$ cat src/rtl/uart_rx.sv
// UART receiver: oversamples RX_IN with a runtime prescale, qualifies the
// start bit, deserialises OP_WIDTH data bits LSB-first, optionally checks a
// parity bit, checks the stop bit and strobes the received word out.
// Optional feature macro: UART_RX_ERR_CNT_EN adds a saturating 8-bit count
// of frames that ended in a parity and/or stop-bit error (port err_cnt).
module uart_rx #(
    parameter int OP_WIDTH   = 8,
    parameter int PRESCALE_W = 6
) (
    input  logic                  CLK,
    input  logic                  RST,
    input  logic                  RX_IN,
    input  logic [PRESCALE_W-1:0] Prescale,
    input  logic                  PAR_EN,
    input  logic                  PAR_TYP,
    output logic [OP_WIDTH-1:0]   P_DATA,
    output logic                  data_valid,
    output logic                  par_err,
    output logic                  stp_err,
    output logic                  rx_busy
`ifdef UART_RX_ERR_CNT_EN
    ,
    output logic [7:0]            err_cnt
`endif
);

    localparam int BIT_W = (OP_WIDTH > 1) ? $clog2(OP_WIDTH) : 1;

    typedef enum logic [2:0] {
        IDLE,
        START,
        DATA,
        PARITY,
        STOP
    } state_t;

    state_t                state;
    logic [PRESCALE_W-1:0] edge_cnt;
    logic [PRESCALE_W-1:0] presc_q;
    logic [PRESCALE_W-1:0] last_cnt;
    logic [PRESCALE_W-1:0] mid_cnt;
    logic [BIT_W-1:0]      bit_cnt;
    logic                  par_en_q;
    logic                  par_typ_q;
    logic                  par_fail;
    logic [OP_WIDTH-1:0]   shift_reg;
    logic [2:0]            samples;
    logic                  majority;
    logic                  bit_end;
    logic                  frame_end;
    logic                  frame_par_bad;
    logic                  frame_stp_bad;

    // The latched prescale fixes both the wrap point and the centre of each bit.
    // A degenerate prescale (0 or 1) just makes the counter wrap at its natural
    // overflow, so the FSM always keeps moving.
    assign last_cnt = presc_q - PRESCALE_W'(1);
    assign mid_cnt  = presc_q >> 1;
    assign bit_end  = (edge_cnt == last_cnt);
    assign majority = (samples[0] & samples[1]) |
                      (samples[0] & samples[2]) |
                      (samples[1] & samples[2]);

    // Capture three samples around the middle of the bit for the 2-of-3 vote.
    always_ff @(posedge CLK or negedge RST) begin
        if (!RST) begin
            samples <= '0;
        end else if (state != IDLE) begin
            if (edge_cnt == mid_cnt - PRESCALE_W'(1)) samples[0] <= RX_IN;
            if (edge_cnt == mid_cnt)                  samples[1] <= RX_IN;
            if (edge_cnt == mid_cnt + PRESCALE_W'(1)) samples[2] <= RX_IN;
        end
    end

    // Receive FSM with its bit timing, shift register and registered outcome
    // strobes; the outcome lands one cycle after the stop-bit decision so the
    // FSM itself is already back in IDLE and can accept the next start bit.
    always_ff @(posedge CLK or negedge RST) begin
        if (!RST) begin
            state         <= IDLE;
            edge_cnt      <= '0;
            bit_cnt       <= '0;
            presc_q       <= '0;
            par_en_q      <= 1'b0;
            par_typ_q     <= 1'b0;
            par_fail      <= 1'b0;
            shift_reg     <= '0;
            frame_end     <= 1'b0;
            frame_par_bad <= 1'b0;
            frame_stp_bad <= 1'b0;
            P_DATA        <= '0;
            data_valid    <= 1'b0;
            par_err       <= 1'b0;
            stp_err       <= 1'b0;
            rx_busy       <= 1'b0;
        end else begin
            frame_end  <= 1'b0;
            data_valid <= 1'b0;
            par_err    <= 1'b0;
            stp_err    <= 1'b0;

            if (frame_end) begin
                if (!frame_par_bad && !frame_stp_bad) begin
                    P_DATA     <= shift_reg;
                    data_valid <= 1'b1;
                end
                par_err <= frame_par_bad;
                stp_err <= frame_stp_bad;
            end

            if (state != IDLE) begin
                edge_cnt <= bit_end ? '0 : edge_cnt + PRESCALE_W'(1);
            end

            case (state)
                IDLE: begin
                    edge_cnt <= '0;
                    bit_cnt  <= '0;
                    if (!RX_IN) begin
                        state     <= START;
                        edge_cnt  <= PRESCALE_W'(1);
                        presc_q   <= Prescale;
                        par_en_q  <= PAR_EN;
                        par_typ_q <= PAR_TYP;
                        par_fail  <= 1'b0;
                        rx_busy   <= 1'b1;
                    end
                end
                START: begin
                    if (bit_end) begin
                        if (majority) begin
                            state   <= IDLE;
                            rx_busy <= 1'b0;
                        end else begin
                            state   <= DATA;
                            bit_cnt <= '0;
                        end
                    end
                end
                DATA: begin
                    if (bit_end) begin
                        shift_reg <= {majority, shift_reg[OP_WIDTH-1:1]};
                        if (bit_cnt == BIT_W'(OP_WIDTH - 1)) begin
                            bit_cnt <= '0;
                            state   <= par_en_q ? PARITY : STOP;
                        end else begin
                            bit_cnt <= bit_cnt + BIT_W'(1);
                        end
                    end
                end
                PARITY: begin
                    if (bit_end) begin
                        par_fail <= (majority != ((^shift_reg) ^ par_typ_q));
                        state    <= STOP;
                    end
                end
                STOP: begin
                    if (bit_end) begin
                        frame_end     <= 1'b1;
                        frame_par_bad <= par_fail;
                        frame_stp_bad <= ~majority;
                        state         <= IDLE;
                        rx_busy       <= 1'b0;
                    end
                end
                default: begin
                    state   <= IDLE;
                    rx_busy <= 1'b0;
                end
            endcase
        end
    end

`ifdef UART_RX_ERR_CNT_EN
    // One increment per errored frame, saturating; only reset clears it.
    always_ff @(posedge CLK or negedge RST) begin
        if (!RST) begin
            err_cnt <= '0;
        end else if (frame_end && (frame_par_bad || frame_stp_bad) && (err_cnt != 8'hFF)) begin
            err_cnt <= err_cnt + 8'd1;
        end
    end
`endif

endmodule

$ cat config.mk
export PLATFORM = sky130hd
export DESIGN_NAME = uart_rx
export DESIGN_NICKNAME = d
export VERILOG_FILES = /design/src/rtl/uart_rx.sv
export SDC_FILE = /design/constraint.sdc
export NUM_CORES = 1
export LEC_CHECK = 0
export BUFFER_PORTS_ARGS = -buffer_cell sky130_fd_sc_hd__buf_2
export CAP_MARGIN = 20
export CORE_ASPECT_RATIO = 0.6
export CORE_MARGIN = 2
export CORE_UTILIZATION = 25
export CTS_CLUSTER_DIAMETER = 120
export CTS_CLUSTER_SIZE = 25
export DETAILED_ROUTE_END_ITERATION = 8
export GPL_ROUTABILITY_DRIVEN = 0
export PLACE_DENSITY = 0.37
export SETUP_SLACK_MARGIN = 0.4
export SYNTH_ARGS = -nofsm -noshare
export SYNTH_HDL_FRONTEND = slang
export SYNTH_SLANG_ARGS = --single-unit
export TNS_END_PERCENT = 1
$ cat constraint.sdc
create_clock -name CLK -period 3.2 [get_ports CLK]
set_clock_uncertainty 0.2 [all_clocks]
set_input_delay 0.32 -clock CLK [delete_from_list [all_inputs] [get_ports CLK]]
set_output_delay 0.32 -clock CLK [all_outputs]
set_load 0.1 [all_outputs]
Word level (Yosys, flattened, before mapping)
Cells that the tools add are included.

storage, ports and cells
  register bits = 47
  output and inout port bits = 12
  word-level logic and storage cells = 104

operators by class
  add/subtract/negate cells = 5
  equal/unequal tests = 18
  mux-type cells = 32
  bitwise logic cells = 9
  reductions and logical operators = 21

operator list
  operator             count
  $mux 3               11
  $eq 6x6->1           3
  $mux 6               3
  $ne 2x2->1 const B   8
  $pmux 3 s5           1
  $reduce_and 2->1     7
  $mux 1               13
  $pmux 3 s3           1
  $reduce_xor 8->1     1
  $add 5x1->6 const B  1
  $add 6x1->6 const B  1
  $eq 3x2->1 const B   2
  $eq 3x3->1 const B   2
  $eq 6x5->1           1
  $reduce_and 6->1     1
  $reduce_bool 3->1    2
  $sub 5x1->6 const B  1
  $sub 6x1->6 const B  1
  $reduce_and 5->1     1
  $pmux 1 s4           1
  $reduce_and 4->1     1
  $reduce_bool 2->1    2
  $add 3x1->3 const B  1
  $and 1x1->1          3
  other kinds (12)     16

Longest topological paths before layout
  depth in word-level cells = 6
  depth in mapped cells = 7

Least setup slack after synthesis
Ideal clock, no wire load.

  path kind = register -> register
  start point = register presc_q[2]
  end point = register shift_reg[0]
  library setup time = 0.125 ns
  arrival time = 2.173 ns
  setup slack = 0.703 ns
  stages on the path, launching flop included = 8
  cell sequence = dfrtp_1 > inv_1 > ha_1 > a21boi_2 > a21oi_1 > o2111ai_4 > nor3_4 > mux2_2

on the way
  cells in the longest elaborated chain, start to end = 3

ends and longest elaborated chain
  item                        line  source
  start, declared             39    logic [PRESCALE_W-1:0] presc_q;
  start signal, assigned      122   presc_q <= Prescale;
  $sub 6x1->6                 57    assign last_cnt = presc_q - PRESCALE_W'(1);
  $eq 6x6->1                  59    assign bit_end = (edge_cnt == last_cnt);
  $reduce_and 2->1 (no line)  n/a
  end signal, assigned        142   shift_reg <= {majority, shift_reg[OP_WIDTH-1:1]};
  end, declared               46    logic [OP_WIDTH-1:0] shift_reg;

No other way between the ends.
A chain may end at the register's enable or synchronous reset.

Worst setup path in the final report
  start point = register presc_q[2]
  end point = register shift_reg[4]

The elaborated chain is that of the path after synthesis.

==> impl_metrics.tcl <==
set metrics [dict create \
    status "finished clean" \
    hpwl_mm 4.41 \
    antenna_cells 0 \
    cts_made_buffers 5 \
    pre_cts_ws_ns 0.371 \
    die_x_um 135 \
    clockBufferDepth 2 \
    period_needed_ns 2.65 \
    required_ns 3.17 \
    drtIter0Drc 93 \
    ys.flop_type "dfrtp_1" \
    worst_slew_pin_slew_ns 0.776 \
    viasPerCell 4.45 \
    cp_data_arrival_time_ns 2.62 \
    die-height_um 82.7 \
    critPathTopFamily "simple AND/OR/NAND/NOR gates" \
    crit_chain "inv_1 -> ha_1 -> a21boi_4 -> and3_1 -> o2111ai_4 -> nor3_4 -> buf_12 -> mux2_2" \
    hold_path_class "in -> reg" \
    clk_pin_slew_worst_paths_ns 0.06 \
    grt_pass1_wl_mm 9.58 \
    synth_cells 238 \
    die_area_mm2 0.0112 \
    drtAntennaViolNets 0 \
    cts-root-buf "clkbuf_16" \
    cts_tree "yes" \
    slowest_stage "dfrtp_1" \
    drc 0 \
    grt_util_all_layers_pct 11.5 \
    synthArstFlopShare_pct 100 \
    ios 23 \
    finalSetupTns_ns 0 \
    cp_max_fo 10 \
    synth_common_cells "dfrtp_1, nand2_1, mux2_2" \
    wirelength_mm 5.92 \
    io_buffers 22 \
    path_buf_inv 2 \
    antenna_found_initial 0 \
    coreArea_mm2 0.00995 \
    route.vias.total 1788 \
    post-synth-top-area-cell "dfrtp_1" \
    avgSynthCellArea_um2 10.8 \
    end_kind "register" \
    p_leak_nw 1.41 \
    ff2ff_setup_slack_ns 0.55 \
    synth.top_cell.area_share_pct 45.6 \
    finalSetupViolations 0 \
    drv_cap 0 \
    irDropWorstVdd_uv 275 \
    dr.pass1.iters 5 \
    wl_per_cell_um 14.7 \
    cts_sinks 47 \
    netlist_area_mm2 0.00258 \
    p_per_area_mw_per_mm2 959 \
    grt-ovfl-total 0 \
    maxSlewViolCount 0 \
    ys_types 48 \
    htreeDepth 2 \
    setup_slack_ns 0.552 \
    clock_latency_ns 0.29 \
    syn2layout_area_growth_pct 19.7 \
    row_count 28 \
    slowest_delay_ns 0.47 \
    synth_edf_count 0 \
    synth_nets 256 \
    post-route-period-util_pct 82.8 \
    ys_seq_elements 47 \
    grt_max_degree 34 \
    grt_pass1_vias 1658 \
    max_freq_mhz 378 \
    yosysSeqAreaShare_pct 45.6 \
    rsz0062_at_grt "no" \
    hold_viol 0 \
    yosysWarnings 0 \
    start_util_pct 25.9 \
    startpoint_type "register" \
    setup.worst_path.class "reg -> reg" \
    layout.nets 284 \
    synth_top_cells_by_area "dfrtp_1, mux2_2, xor2_1" \
    synth_most_common_cell "dfrtp_1" \
    drive_above_1_share_pct 25.5 \
    slew_headroom_pct 48.3 \
]
cell usage in the layout (no fill, tap or decap), drive strengths merged, types with 3 or more instances in the layout:
| cell type | n |
|---|---|
| o21ai | 8 |
| a21oi | 6 |
| xor2 | 17 |
| and2 | 4 |
| nand3b | 3 |
| mux2 | 21 |
| nand3 | 7 |
| nor3b | 4 |
| dfrtp | 47 |
| inv | 6 |
| nor4 | 4 |
| mux2i | 3 |
| nand2b | 4 |
| ha | 7 |
| xnor2 | 17 |
| clkbuf | 6 |
| buf | 30 |
| nand2 | 26 |
| nor3 | 9 |
| nor2 | 7 |
layer usage:
layer  vias up  track usage, %  wire length [um]
li1        892               -                 -
met1       854            19.5              3550
met2        37            13.0              2010
met3         5            3.11               302
met4         0            2.81                54
met5         -               0                 0
cell type report:
type | instances | area, um^2
sequential | 47 | 1180
clock buffer | 6 | 129
inverter | 6 | 22.5
tap | 135 | 169
multi-input combinational | 175 | 1340
fill | 1046 | 6860
timing repair buffer | 31 | 193
clock inverter | 2 | 60.1
stage by stage:
stage	power [mW]	hold WS (ns)	instances	utilization (%)	area, um^2
global route	3.17	0.0119	402	31.1	3090
floorplan	1.95	-0.176	238	-	2580
global placement	2.28	0.263	392	28.7	2860
CTS	2.96	0.0134	401	30.7	3060
detailed placement	2.26	0.261	392	28.7	2860
finish	2.97	0.0159	402	31.1	3090
final timing paths:
check / from / endpoint / cells past startpoint
worst max-delay path: presc_q[2] / shift_reg[4] / 8
worst min-delay path: Prescale[3] / presc_q[3] / 3
worst max register to register: presc_q[2] / shift_reg[4] / 8
worst min register to register: frame_end / par_err / 1
max in group asynchronous: RST / samples[0] / 3
min in group asynchronous: RST / state[0] / 2
repair_timing:
action                                  4_1_cts  5_1_grt
gates resized for setup                       0        2
endpoints found under the setup margin        8        8
pin swaps                                     1        1
hold endpoints to repair                     31        0
buffers inserted                              0        1
hold buffers                                  1        0
cell families after synthesis:
logic type / share of synthesized area, %
AND/OR/NAND/NOR: 15.6
adder cells (fa/ha/maj): 3.78
multiplexers: 10.3
flip-flops: 45.6
AO/OA/AOI/OAI: 9.74
XOR/XNOR: 12.1
buffers and inverters: 2.91
tightest hold or removal path, cell delays in order:
cell,delay [ns]
buf_2,0.08
nand2_1,0.04
nand2_1,0.04
power by group:
group	total [mW]	leakage (nW)	switching, mW	internal (mW)
Combinational	1.32	0.703	0.741	0.576
Clock	0.677	0.0911	0.229	0.448
Sequential	0.971	0.619	0.241	0.731
No activity file was read; power rests on OpenSTA's default activity.
